### config.mk
export PLATFORM = sky130hd
export DESIGN_NAME = bcd_serial_adder
export DESIGN_NICKNAME = d
export VERILOG_FILES = /design/src/rtl/bcd_serial_adder.sv
export SDC_FILE = /design/constraint.sdc
export NUM_CORES = 1
export LEC_CHECK = 0
export ABC_AREA = 1
export CORE_MARGIN = 4
export CORE_UTILIZATION = 30
export CTS_CLUSTER_DIAMETER = 150
export DETAILED_ROUTE_END_ITERATION = 10
export HOLD_SLACK_MARGIN = 0.15
export PLACE_DENSITY_LB_ADDON = 0.15
export SETUP_SLACK_MARGIN = 0.15
export SLEW_MARGIN = 20
export SYNTH_ARGS = -nofsm -noshare
export SYNTH_HDL_FRONTEND = slang
export SYNTH_SLANG_ARGS = --single-unit
### constraint.sdc
create_clock -name Clk -period 2.9 [get_ports Clk]
set_clock_uncertainty 0.2 [all_clocks]
set_input_delay 0.58 -clock Clk [delete_from_list [all_inputs] [get_ports Clk]]
set_output_delay 0.58 -clock Clk [all_outputs]
set_load 0.03 [all_outputs]
### src/rtl/bcd_serial_adder.sv
// bcd_serial_adder
//   Digit-serial BCD adder. A 4-bit ripple of full adders forms the binary
//   digit sum and a +6 correction returns it to BCD. One digit is processed
//   per clock, least-significant first, under a Start/Done handshake.
//
// Ports
//   Clk      clock, rising edge
//   Reset    synchronous active-high reset
//   Start    begin an addition (accepted in IDLE or DONE)
//   A, B     packed BCD operands, digit i at [4i+3:4i]
//   Cin      decimal carry-in
//   Busy     high while digits are being processed
//   Done     one-cycle pulse when S/Cout/Invalid are final
//   S        packed BCD sum
//   Cout     decimal carry-out of the most-significant digit
//   Invalid  sticky: some operand digit was >9 in this operation
module bcd_serial_adder #(
    parameter int unsigned DIGITS = 4
) (
    input  logic                Clk,
    input  logic                Reset,
    input  logic                Start,
    input  logic [4*DIGITS-1:0] A,
    input  logic [4*DIGITS-1:0] B,
    input  logic                Cin,
    output logic                Busy,
    output logic                Done,
    output logic [4*DIGITS-1:0] S,
    output logic                Cout,
    output logic                Invalid
);

    localparam int unsigned IW = (DIGITS > 1) ? $clog2(DIGITS) : 1;
    localparam int unsigned W  = 4 * DIGITS;
    localparam logic [IW-1:0] LAST = IW'(DIGITS - 1);

    typedef enum logic [1:0] {
        IDLE,
        ADD,
        DONE
    } state_t;

    state_t        state;
    state_t        state_nxt;
    logic [IW-1:0] idx;
    logic          carry;
    logic [W-1:0]  a_sr;
    logic [W-1:0]  b_sr;

    logic          accept;
    logic          last;
    logic [3:0]    a_d;
    logic [3:0]    b_d;
    logic          rip_c;
    logic [4:0]    t;
    logic [4:0]    t_adj;
    logic [3:0]    digit;
    logic          carry_nxt;
    logic          bad;

    // Operands shift right one digit per ADD cycle, so the current digit
    // is always in the low nibble.
    assign a_d  = a_sr[3:0];
    assign b_d  = b_sr[3:0];
    assign last = (idx == LAST);

    // State register
    always_ff @(posedge Clk) begin
        if (Reset) begin
            state <= IDLE;
        end else begin
            state <= state_nxt;
        end
    end

    // Next state and handshake outputs
    always_comb begin
        state_nxt = state;
        Busy      = 1'b0;
        Done      = 1'b0;
        accept    = 1'b0;
        case (state)
            IDLE: begin
                if (Start) begin
                    accept    = 1'b1;
                    state_nxt = ADD;
                end
            end
            ADD: begin
                Busy = 1'b1;
                if (last) begin
                    state_nxt = DONE;
                end
            end
            DONE: begin
                Done = 1'b1;
                if (Start) begin
                    accept    = 1'b1;
                    state_nxt = ADD;
                end else begin
                    state_nxt = IDLE;
                end
            end
            default: state_nxt = IDLE;
        endcase
    end

    // Four-full-adder ripple chain followed by the decimal correction
    always_comb begin
        t     = '0;
        rip_c = carry;
        for (int unsigned k = 0; k < 4; k++) begin
            t[k]  = a_d[k] ^ b_d[k] ^ rip_c;
            rip_c = (a_d[k] & b_d[k]) | (rip_c & (a_d[k] ^ b_d[k]));
        end
        t[4]  = rip_c;
        t_adj = t + 5'd6;
        if (t > 5'd9) begin
            digit     = t_adj[3:0];
            carry_nxt = 1'b1;
        end else begin
            digit     = t[3:0];
            carry_nxt = 1'b0;
        end
        bad = (a_d > 4'd9) || (b_d > 4'd9);
    end

    // Datapath registers
    always_ff @(posedge Clk) begin
        if (Reset) begin
            S       <= '0;
            Cout    <= 1'b0;
            Invalid <= 1'b0;
            carry   <= 1'b0;
            idx     <= '0;
            a_sr    <= '0;
            b_sr    <= '0;
        end else if (accept) begin
            a_sr    <= A;
            b_sr    <= B;
            carry   <= Cin;
            S       <= '0;
            Cout    <= 1'b0;
            Invalid <= 1'b0;
            idx     <= '0;
        end else if (state == ADD) begin
            S[4*idx +: 4] <= digit;
            carry         <= carry_nxt;
            a_sr          <= a_sr >> 4;
            b_sr          <= b_sr >> 4;
            if (bad) begin
                Invalid <= 1'b1;
            end
            if (last) begin
                Cout <= carry_nxt;
            end else begin
                idx <= idx + 1'b1;
            end
        end
    end

endmodule

Word level (Yosys, flattened, before mapping). Cells that the tools add are included. Widths: inputs -> output; s select.

Flip-flop bits (word level): 55. Bits in latches: 0. Bits in writable memories: 0. Memory bits (read-only): 0. Output and inout bits: 20. Logic and storage cells: 68. Memories kept: 0.

Add/subtract/negate cells: 3. Multiply operators: 0. Divide/modulo/power cells: 0. Magnitude comparators: 3. Equal/unequal tests: 5. Shift-type cells: 2. Mux-type cells: 17. Bitwise gates (word level): 21. Reduce and logical (&&, ||, !) cells: 9.

Operators by type and width (count): $mux 16 (4); $neg 4->34 (1); $shift 4x34->16 const A (1); $shiftx 4x34->16 (1); $bwmux 16 (1); $and 1x1->1 (8); $gt 4x4->1 const B (2); $mux 1 (8); $reduce_and 2->1 (4); $xor 1x1->1 (8); $pmux 2 s3 (1); $gt 5x4->1 const B (1); $add 4x3->4 const B (1); $eq 2x2->1 const B (2); $mux 2 (2); $mux 4 (1); $ne 2x2->1 const B (2); $or 1x1->1 (4); $reduce_or 2->1 (2); $add 2x1->2 const B (1); $eq 2x1->1 const B (1); $logic_not 2->1 (1); $reduce_bool 2->1 (1); $logic_or 1x1->1 (1); $not 1->1 (1).

Longest topological paths before layout. Gate-level depths: netlist of run 1.

Word-level depth: 13. Gate-level depth with buffers: 14.

Worst setup path after synthesis of run 1. OpenSTA, ideal clock, no wires.

Path type: register -> register. Start point: reg carry. End point: reg S[13]. Library setup time: 0.117 ns. Data arrival time: 2.531 ns. Required time: 2.583 ns. Path slack: 0.052 ns. Stages on the path, launching flop included: 15. Buffers on the path: 0. Period minus slack after synthesis: 2.848 ns. Cell sequence: dfxtp_1 inv_1 fa_1 fa_1 fa_1 inv_1 fa_1 inv_1 a21oi_1 nand2_1 nand2_1 nand2_1 nand2_1 nand4_1 a21oi_1.

Cells in the longest elaborated chain, start to end: 12.

RTL lines: from (decl) (RTL line 46) `logic carry;`; from (signal assigned) (RTL line 141) `carry <= Cin;`; from (signal assigned) (RTL line 148) `carry <= carry_nxt;`; $and 1x1->1 (RTL line 114) `rip_c = (a_d[k] & b_d[k]) | (rip_c & (a_d[k] ^ b_d[k]));`; $or 1x1->1 (RTL line 114); $and 1x1->1 (RTL line 114); $or 1x1->1 (RTL line 114); $and 1x1->1 (RTL line 114); $or 1x1->1 (RTL line 114); $and 1x1->1 (RTL line 114); $or 1x1->1 (RTL line 114); $gt 5x4->1 (RTL line 118) `if (t > 5'd9) begin`; $mux 4 * (RTL line 118); $shiftx 4x34->16 * (RTL line 147) `S[4*idx +: 4] <= digit;`; $bwmux 16 * (RTL line 147); to (signal, indexed assignment) (RTL line 147); to (decl) (RTL line 28) `output logic [4*DIGITS-1:0] S,`.

Every way passes the cells marked *; elsewhere a longest branch is shown, timed or not. A chain may end at the register's enable or synchronous reset.

Worst setup path after layout of run 1.
Start point: reg a_sr[0]. End point: reg S[6].

Cells in the longest elaborated chain, start to end: 13.

RTL lines: from (decl) (RTL line 47) `logic [W-1:0] a_sr;`; from (signal assigned) (RTL line 149) `a_sr <= a_sr >> 4;`; $xor 1x1->1 (RTL line 113, 114); $and 1x1->1 (RTL line 114); $or 1x1->1 (RTL line 114); $and 1x1->1 (RTL line 114); $or 1x1->1 (RTL line 114); $and 1x1->1 (RTL line 114); $or 1x1->1 (RTL line 114); $and 1x1->1 (RTL line 114); $or 1x1->1 (RTL line 114); $gt 5x4->1 (RTL line 118); $mux 4 * (RTL line 118); $shiftx 4x34->16 * (RTL line 147); $bwmux 16 * (RTL line 147).

Marked as above.

==> results.md, run 1 <==
* Warning count from the yosys run at 0
* Number of distinct library cells after synthesis at 29
* Vias in the first global route at 2,111
* Max-cap check violation count at 0
* Final hold violation count at 0
* H-tree depth at 2
* Classification of the worst setup path: flop to flop
* Max Root-Sink Buffers at 2
* Number of antenna cells inserted at 0
* Part of the Yosys area used for sequential elements at 0.438
* Global route overflow at 0
* Synthesized flop and latch total at 55
* Area occupied by registers at 1100 sq um
* WP data required at 2.95 ns
* Combined global-route utilization of all metal layers at 0.122
* Endpoint of the worst register-to-register path: S[6]
* Chip Width at 99.6 microns
* Endpoints failing setup at 0
* Sum of routed wire length over all layers at 5880 microns
* Share of the core filled with cells at 0.405
* Vias per inst at 4.54
* Crit path max fanout at 4
* DRC marker count from the first detailed-route iteration at 108
* Number of primary I/O pins at 56
* Final-layout fill cell count at 868
* DRT antenna net count at 0
* Mean area per synthesized cell at 7.81 sq um
* Buffer cell driving the clock tree root: clkbuf_8
* Number of cells traversed by the worst register-to-register path at 13
* Via count at 2,173
* Critical path startpoint: a_sr[0]
* Minimum clock period after layout at 2.87 ns
* DRC violation count after routing at 0
* Post-layout nets at 420
* Slew of the pin with the lowest slew margin at 0.613 ns
* Clock tree from TritonCTS: built
* LEAKAGE at 0.00116 uW
* Category of the worst setup path capture point: flop
* Power per standard cell area at 482 nW/um^2
* Number of search-and-repair iterations in the first detailed-routing pass at 4
* Final period utilization at 0.989
* Buffers on Ports at 55
* Number of placed instances with taps included at 470
* Initial antenna violation count at 0
* Worst rel slew slack at 0.591
* Area of the multi-input gates at 1290 sq um
* Number of non-filler instances in the completed layout at 479
* Vertical extent of the die at 99.6 microns
* Mapped cell area at 2520 sq um
* Crit path arrival time at 2.92 ns
* Final estimated routing congestion in global placement at 0.739
* Cell Rows at 33
* Mean routed wirelength per cell at 12.3 microns
* Starting density of the core at 0.308
* Die Outline Area at 9920 sq um
* Post-Syn Nets at 369
* Fraction of layout cells with a size suffix above 1 at 0.158
* Max Freq at 0.349 GHz
* Number of buffers created by CTS at 5
* Result of the run: complete, no violations
* R2r setup slk at 0.03 ns
* CP endpoint: S[6]
* CTS clk-pin slew, worst paths at 0.11 ns
* Peak ir drop on the vdd network at 0.000193 V
* Startpoint kind of the worst setup timing path: flop
* Synthesized netlist cell count at 322
* First-pass GRT wire length at 9890 microns
* Signed area change from the synthesized netlist to the final layout at 31.4%
* Class of the most critical hold timing path: flop to flop
* Max-slew violation count at 0
* Maximum number of pins on one net before global-route repair at 36
* Setup repair after global routing missed its margin: yes
* Half-perimeter wire length after placement at 4110 microns
* Area of the core region at 8180 sq um
* Total clock sinks at 55
* Clock latency of the later-clocked register in the worst-skew pair at 0.31 ns
* Worst reg2reg path startpoint: a_sr[0]
## power by group
part           leakage [uW]  switching (uW)  internal, uW
Sequential         0.000450            24.8           792
Combinational      0.000670             199           137
Clock             0.0000443             269           174
Total               0.00116             493          1100
## worst max-delay path, cell delays in order (launching register included)
cell     delay, ns
dfxtp_2       0.36
inv_2         0.04
fa_2          0.35
fa_2          0.35
fa_2          0.34
inv_2         0.06
fa_1          0.41
inv_2         0.08
a21oi_2       0.04
nand2_2       0.11
nand3_2       0.11
nand2_4       0.10
nand4_1       0.08
a21oi_1       0.17
## area by class of cell
class,instances,area share
clock inverters,3,0.00757
clock buffers,5,0.0208
flip-flops and latches,55,0.334
repair buffers,60,0.178
well taps,105,0.0397
multi-input cells,225,0.390
inverters,26,0.0295
## timing repair
item | in CTS | in global routing
resized for setup | 12 | 17
gates cloned | 0 | 0
buffers inserted | 1 | 0
hold buffers | 0 | 0
setup endpoints to repair | 14 | 14
pin swaps | 8 | 11
## state kept, by name, indices dropped and copies added, names as in the netlist
| name | count |
|---|---|
| S | 16 |
| a_sr | 16 |
| b_sr | 16 |
| idx | 2 |
| state | 2 |
| Cout | 1 |
| Invalid | 1 |
| carry | 1 |
## per-stage QoR
| stage | TNS [ns] | instance area (sq um) | setup slack [ns] | power [uW] | hold slack (ns) |
|---|---|---|---|---|---|
| after floorplan | 0 | 2530 | 0.150 | 1040 | 0.239 |
| after detailed placement | -0.370 | 3120 | -0.0768 | 1130 | 0.254 |
| after CTS | -0.0809 | 3240 | -0.0207 | 1590 | 0.268 |
| after global placement | 0 | 3120 | 0.0114 | 1130 | 0.248 |
| after global routing | -0.396 | 3310 | -0.0889 | 1680 | 0.289 |
| final | 0 | 3310 | 0.0328 | 1600 | 0.265 |
## worst min path at each step
stage,start,endpoint,slack (ns),cells after the start
after floorplan,a_sr[12],a_sr[12],0.24,2
after global placement,a_sr[12],a_sr[12],0.25,2
after detailed placement,a_sr[15],a_sr[15],0.25,2
after CTS,a_sr[15],a_sr[15],0.27,2
after global routing,a_sr[12],a_sr[12],0.29,2
final,a_sr[14],a_sr[14],0.27,2
## metal layers
metal,routed length [microns],track usage,vias up
li1,-,-,1142
met1,2670,0.153,974
met2,2860,0.209,51
met3,284,0.0273,6
met4,68,0.0347,0
met5,0,0,-
## layout by cell type, fill, tap and decap left out, drive strengths merged
cell	n
nand2	124
clkdlybuf4s50	55
dfxtp	55
a21oi	26
inv	26
a31oi	25
nor2	13
ha	7
nand4	6
nand3	6
clkbuf	5
buf	5
o21ai	5
fa	4
a22oi	3
clkinv	2
nor3	2
or2	1
nor4	1
and2	1
a211oi	1
clkinvlp	1
## cell families (layout without fill, tap and decap cells)
kind of cell    count (synthesis)  after routing  synth area share
flops                          55             55             0.438
compound gates                 60             60             0.139
buf+inv                        42             94            0.0860
simple gates                  154            154             0.271
fa+ha+maj                      11             11            0.0666
## Yosys cell counts
master,count,area (sq um)
nand2_1,119,447
dfxtp_1,55,1100
a21oi_1,25,125
a31oi_1,25,156
inv_1,21,78.8
nor2_1,10,37.5
buf_6,7,78.8
ha_1,7,87.6
nand3_1,6,30.0
nand4_1,6,37.5
buf_2,5,25.0
inv_2,5,18.8
fa_1,4,80.1
o21ai_0,4,20.0
a22oi_1,3,22.5
clkbuf_1,3,11.3
nand2_2,3,18.8
nand2_4,2,22.5
nor2_2,2,12.5
a211oi_2,1,12.5
a21oi_2,1,8.76
and2_1,1,6.26
buf_1,1,3.75
nor2_8,1,20.0
nor3_1,1,5.00
nor3_4,1,16.3
nor4_4,1,21.3
o21ai_1,1,5.00
or2_1,1,6.26
No activity file was read; power rests on OpenSTA's default activity.
==> run 2, diff against run 1 <==
- SKIP_CTS_REPAIR_TIMING: default -> 1
==> results.md, run 2 (synthesized netlist as in run 1, its figures left out) <==
* Result of the run: complete, no violations
* Vias in the first global route at 2,096
* Fraction of layout cells with a size suffix above 1 at 0.136
* Slew of the pin with the lowest slew margin at 0.596 ns
* Area of the multi-input gates at 1240 sq um
* Classification of the worst setup path: flop to flop
* Setup repair after global routing missed its margin: yes
* Minimum clock period after layout at 2.88 ns
* Number of primary I/O pins at 56
* Vias per inst at 4.52
* Commonest cells after routing, fill and taps aside: 113 x nand2_1, 55 x clkdlybuf4s50_1, 52 x dfxtp_1, 25 x a31oi_1, 23 x a21oi_1
* Hold path cells at 2
* Area of the core region at 8180 sq um
* DRT antenna net count at 0
* Class of the most critical hold timing path: flop to flop
* Area occupied by registers at 1100 sq um
* Initial antenna violation count at 0
* Crit path arrival time at 2.89 ns
* Post-layout nets at 420
* WP data required at 2.90 ns
* Power per standard cell area at 484 nW/um^2
* Worst setup slack after layout at 0.0150 ns
* Clock tree from TritonCTS: built
* Buffer cell driving the clock tree root: clkbuf_8
* Half-perimeter wire length after placement at 4110 microns
* Max Root-Sink Buffers at 2
* Mean routed wirelength per cell at 12.1 microns
* Number of cells traversed by the worst register-to-register path at 14
* Buffers on Ports at 55
* Total clock sinks at 55
* Crit path cell chain: inv_2 > fa_2 > fa_2 > fa_2 > inv_2 > fa_1 > inv_2 > a21oi_2 > nand2_2 > nand2_2 > nand2_2 > nand2_2 > nand4_1 > a21oi_1
* Signed area change from the synthesized netlist to the final layout at 29.3%
* Endpoint of the worst register-to-register path: S[6]
* Most frequent cell on the critical path: nand2_2
* CP max stage cell: fa_2
* Final-layout fill cell count at 879
* Number of search-and-repair iterations in the first detailed-routing pass at 5
* Peak ir drop on the vdd network at 0.000190 V
* Most common library cell in the layout ignoring fill and taps: nand2_1
* Max-cap check violation count at 0
* Starting density of the core at 0.308
* Endpoints failing setup at 0
* Crit path max fanout at 4
* Cell Rows at 33
* Max-slew violation count at 0
* Number of buffers created by CTS at 5
* Vertical extent of the die at 99.6 microns
* Global route overflow at 0
* LEAKAGE at 0.00115 uW
* Worst rel slew slack at 0.602
* Source of the worst hold timing path: a_sr[14]
* Crit-path leading delay family: adder cells
* Via count at 2,165
* DRC violation count after routing at 0
* R2r setup slk at 0.02 ns
* Final hold violation count at 0
* Sum of routed wire length over all layers at 5800 microns
* Number of antenna cells inserted at 0
* Worst hold-check slack at 0.265 ns
* Clock latency of the later-clocked register in the worst-skew pair at 0.31 ns
* First-pass GRT wire length at 9840 microns
* Setup TNS at 0 ns
* CTS clk-pin slew, worst paths at 0.10 ns
* Registers with the most flip-flops: S: 16 flops, a_sr: 16 flops, b_sr: 16 flops
* Final period utilization at 0.995
* H-tree depth at 2
* Count of buffer and inverter cells on the critical path at 3
* Chip Width at 99.6 microns
* Die Outline Area at 9920 sq um
* Maximum number of pins on one net before global-route repair at 36
* Post-Place Setup Slack at -0.0768 ns
* Startpoint kind of the worst setup timing path: flop
* Worst reg2reg path startpoint: carry
* DRC marker count from the first detailed-route iteration at 101
* Category of the worst setup path capture point: flop
* Max Freq at 0.347 GHz
* Worst-case hold path end point: a_sr[14]
* Delay contributed by the slowest stage of the critical path at 0.39 ns
* Final estimated routing congestion in global placement at 0.739
* Combined global-route utilization of all metal layers at 0.121
run 2: tightest hold or removal path, cell delays in order (launching register included):
cell	delay (ns)
dfxtp_1	0.32
nand2_1	0.06
a21oi_1	0.05
run 2: stage by stage:
step           power (uW)   util  cells  cell area (sq um)
2_1_floorplan        1040      -    322               2530
3_3_place_gp         1130  0.382    470               3120
3_5_place_dp         1130  0.382    470               3120
4_1_cts              1570  0.393    478               3210
5_1_grt              1670  0.398    479               3250
6_report             1570  0.398    479               3250
run 2: layer usage:
layer	global-route usage	vias to the layer above	share of wire	routed length, microns
met2	0.210	51	0.48	2790
met1	0.152	963	0.46	2680
li1	-	1145	-	-
met4	0.0315	0	0.011	65
met5	0	-	0	0
met3	0.0273	6	0.047	275
run 2: area by class of cell:
type	count	share of cell area
clock inverter	3	0.00769
sequential	55	0.339
timing repair buffer	60	0.181
clock buffer	5	0.0211
inverter	26	0.0300
tap	105	0.0404
multi-input combinational	225	0.381
run 2: power breakdown:
part | total [uW] | internal [uW] | switching, uW
clock network | 442 | 174 | 268
registers | 817 | 792 | 24.5
logic | 316 | 131 | 185
run 2: worst max path at each step:
stage	slack (ns)	depth (start not counted)	to	from
global route	-0.11	12	S[6]	carry
floorplan	0.15	14	S[14]	carry
finish	0.02	14	S[6]	carry
global placement	0.01	14	S[6]	carry
detailed placement	-0.08	14	S[14]	carry
CTS	-0.10	14	S[14]	a_sr[0]
==> run 3, diff against run 2 <==
- CTS_CLUSTER_DIAMETER: 150 -> default
- GPL_ROUTABILITY_DRIVEN: default -> 0
- clock period: 2.9 -> 3.26 ns (I/O delays scaled with it)
==> results.md, run 3 (synthesized netlist as in run 1, its figures left out) <==
* Result of the run: complete, no violations
* Vias per inst at 4.50
* Peak ir drop on the vdd network at 0.000263 V
* Die Outline Area at 9920 sq um
* Sum of routed wire length over all layers at 5810 microns
* Buffers on Ports at 55
* Max Root-Sink Buffers at 2
* Class of the most critical hold timing path: flop to flop
* Buffer cell driving the clock tree root: clkbuf_8
* Crit path max fanout at 4
* Vertical extent of the die at 99.6 microns
* Power per standard cell area at 451 nW/um^2
* Max-cap check violation count at 0
* Endpoints failing setup at 0
* Mean routed wirelength per cell at 12.2 microns
* DRC marker count from the first detailed-route iteration at 98
* First-pass GRT wire length at 9900 microns
* Final total power at 1460 uW
* Area of the core region at 8180 sq um
* Slew of the pin with the lowest slew margin at 0.595 ns
* Clock tree from TritonCTS: built
* LEAKAGE at 0.00116 uW
* Most frequent cell on the critical path: fa_2
* Chip Width at 99.6 microns
* Delay contributed by the slowest stage of the critical path at 0.39 ns
* Area of the multi-input gates at 1210 sq um
* Number of buffers created by CTS at 5
* Final instance area at 3240 sq um
* Crit-path leading delay family: adder cells
* Area occupied by registers at 1100 sq um
* Final-layout fill cell count at 863
* Post-Place Setup Slack at 0.150 ns
* Max-slew violation count at 0
* Half-perimeter wire length after placement at 4070 microns
* DRT antenna net count at 0
* Global route overflow at 0
* Fraction of layout cells with a size suffix above 1 at 0.110
* Classification of the worst setup path: flop to flop
* Cell Rows at 33
* Clock latency of the later-clocked register in the worst-skew pair at 0.32 ns
* Worst setup slack after layout at 0.396 ns
* Setup TNS at 0 ns
* Worst rel slew slack at 0.603
* Combined global-route utilization of all metal layers at 0.123
* Final period utilization at 0.878
* Total clock sinks at 55
* Category of the worst setup path capture point: flop
* CP max stage cell: fa_1
* Post-layout nets at 419
* Most common library cell in the layout ignoring fill and taps: nand2_1
* Commonest cells after routing, fill and taps aside: 116 x nand2_1, 55 x clkdlybuf4s50_1, 52 x dfxtp_1, 25 x a21oi_1, 25 x a31oi_1
* Worst hold-check slack at 0.266 ns
* DRC violation count after routing at 0
* Count of buffer and inverter cells on the critical path at 3
* Number of primary I/O pins at 56
* CTS clk-pin slew, worst paths at 0.10 ns
* Maximum number of pins on one net before global-route repair at 36
* H-tree depth at 2
* Crit path cell chain: inv_1 > fa_2 > fa_2 > fa_2 > inv_2 > fa_1 > inv_2 > a21oi_1 > nand2_1 > nand3_1 > nand2_2 > nand4_1 > a21oi_1
* Setup repair after global routing missed its margin: no
* Vias in the first global route at 2,039
* Startpoint kind of the worst setup timing path: flop
* Via count at 2,151
* Minimum clock period after layout at 2.86 ns
* WP data required at 3.31 ns
* Initial antenna violation count at 0
* Registers with the most flip-flops: S: 16 flops, a_sr: 16 flops, b_sr: 16 flops
* Signed area change from the synthesized netlist to the final layout at 28.9%
* Number of antenna cells inserted at 0
* Starting density of the core at 0.308
* Crit path arrival time at 2.92 ns
* Number of search-and-repair iterations in the first detailed-routing pass at 4
* Max Freq at 0.349 GHz
* Placed inst area at 3110 sq um
* Final hold violation count at 0
run 3: cell count changes in the layout (fill, tap and decap cells not counted), sizes merged:
cell	change
buf	-1
clkinv	-2
inv	+1
bufinv	+1
run 3: final cells by class:
class	count	share of cell area
Tap cell	105	0.0405
Sequential cell	55	0.341
Inverter	26	0.0301
Clock inverter	3	0.0143
Multi-Input combinational cell	225	0.374
Clock buffer	5	0.0212
Timing Repair Buffer	59	0.179
run 3: worst reg2reg max path, cell delays in order, from the launching register on:
cell and delay [ns]:
dfxtp_2 0.34, inv_1 0.05, fa_2 0.39, fa_2 0.35, fa_2 0.34, inv_2 0.06, fa_1 0.39, inv_2 0.08
a21oi_1 0.04, nand2_1 0.11, nand3_1 0.09, nand2_2 0.11, nand4_1 0.08, a21oi_1 0.16
run 3: per-stage QoR:
step	cells	util
after global routing	478	0.397
after CTS	478	0.394
after floorplan	322	-
after global placement	470	0.380
final	478	0.397
after detailed placement	470	0.380
run 3: routing by layer:
metal	track usage	routed length [microns]	vias to the layer above
li1	-	-	1146
met1	0.164	2800	945
met2	0.192	2580	48
met3	0.0295	308	12
met4	0.0494	125	0
met5	0	0	-
run 3: worst paths after layout:
kind / startpoint / to / slack, ns / depth (start not counted)
worst max-delay path: carry / S[13] / 0.40 / 13
worst min register to register: a_sr[15] / a_sr[15] / 0.27 / 2
worst max register to register: carry / S[13] / 0.40 / 13
worst min-delay path: a_sr[15] / a_sr[15] / 0.27 / 2
run 3: report_power, final:
part,internal (uW),switching [uW]
clock,232,239
combinational,109,157
sequential,705,21.3
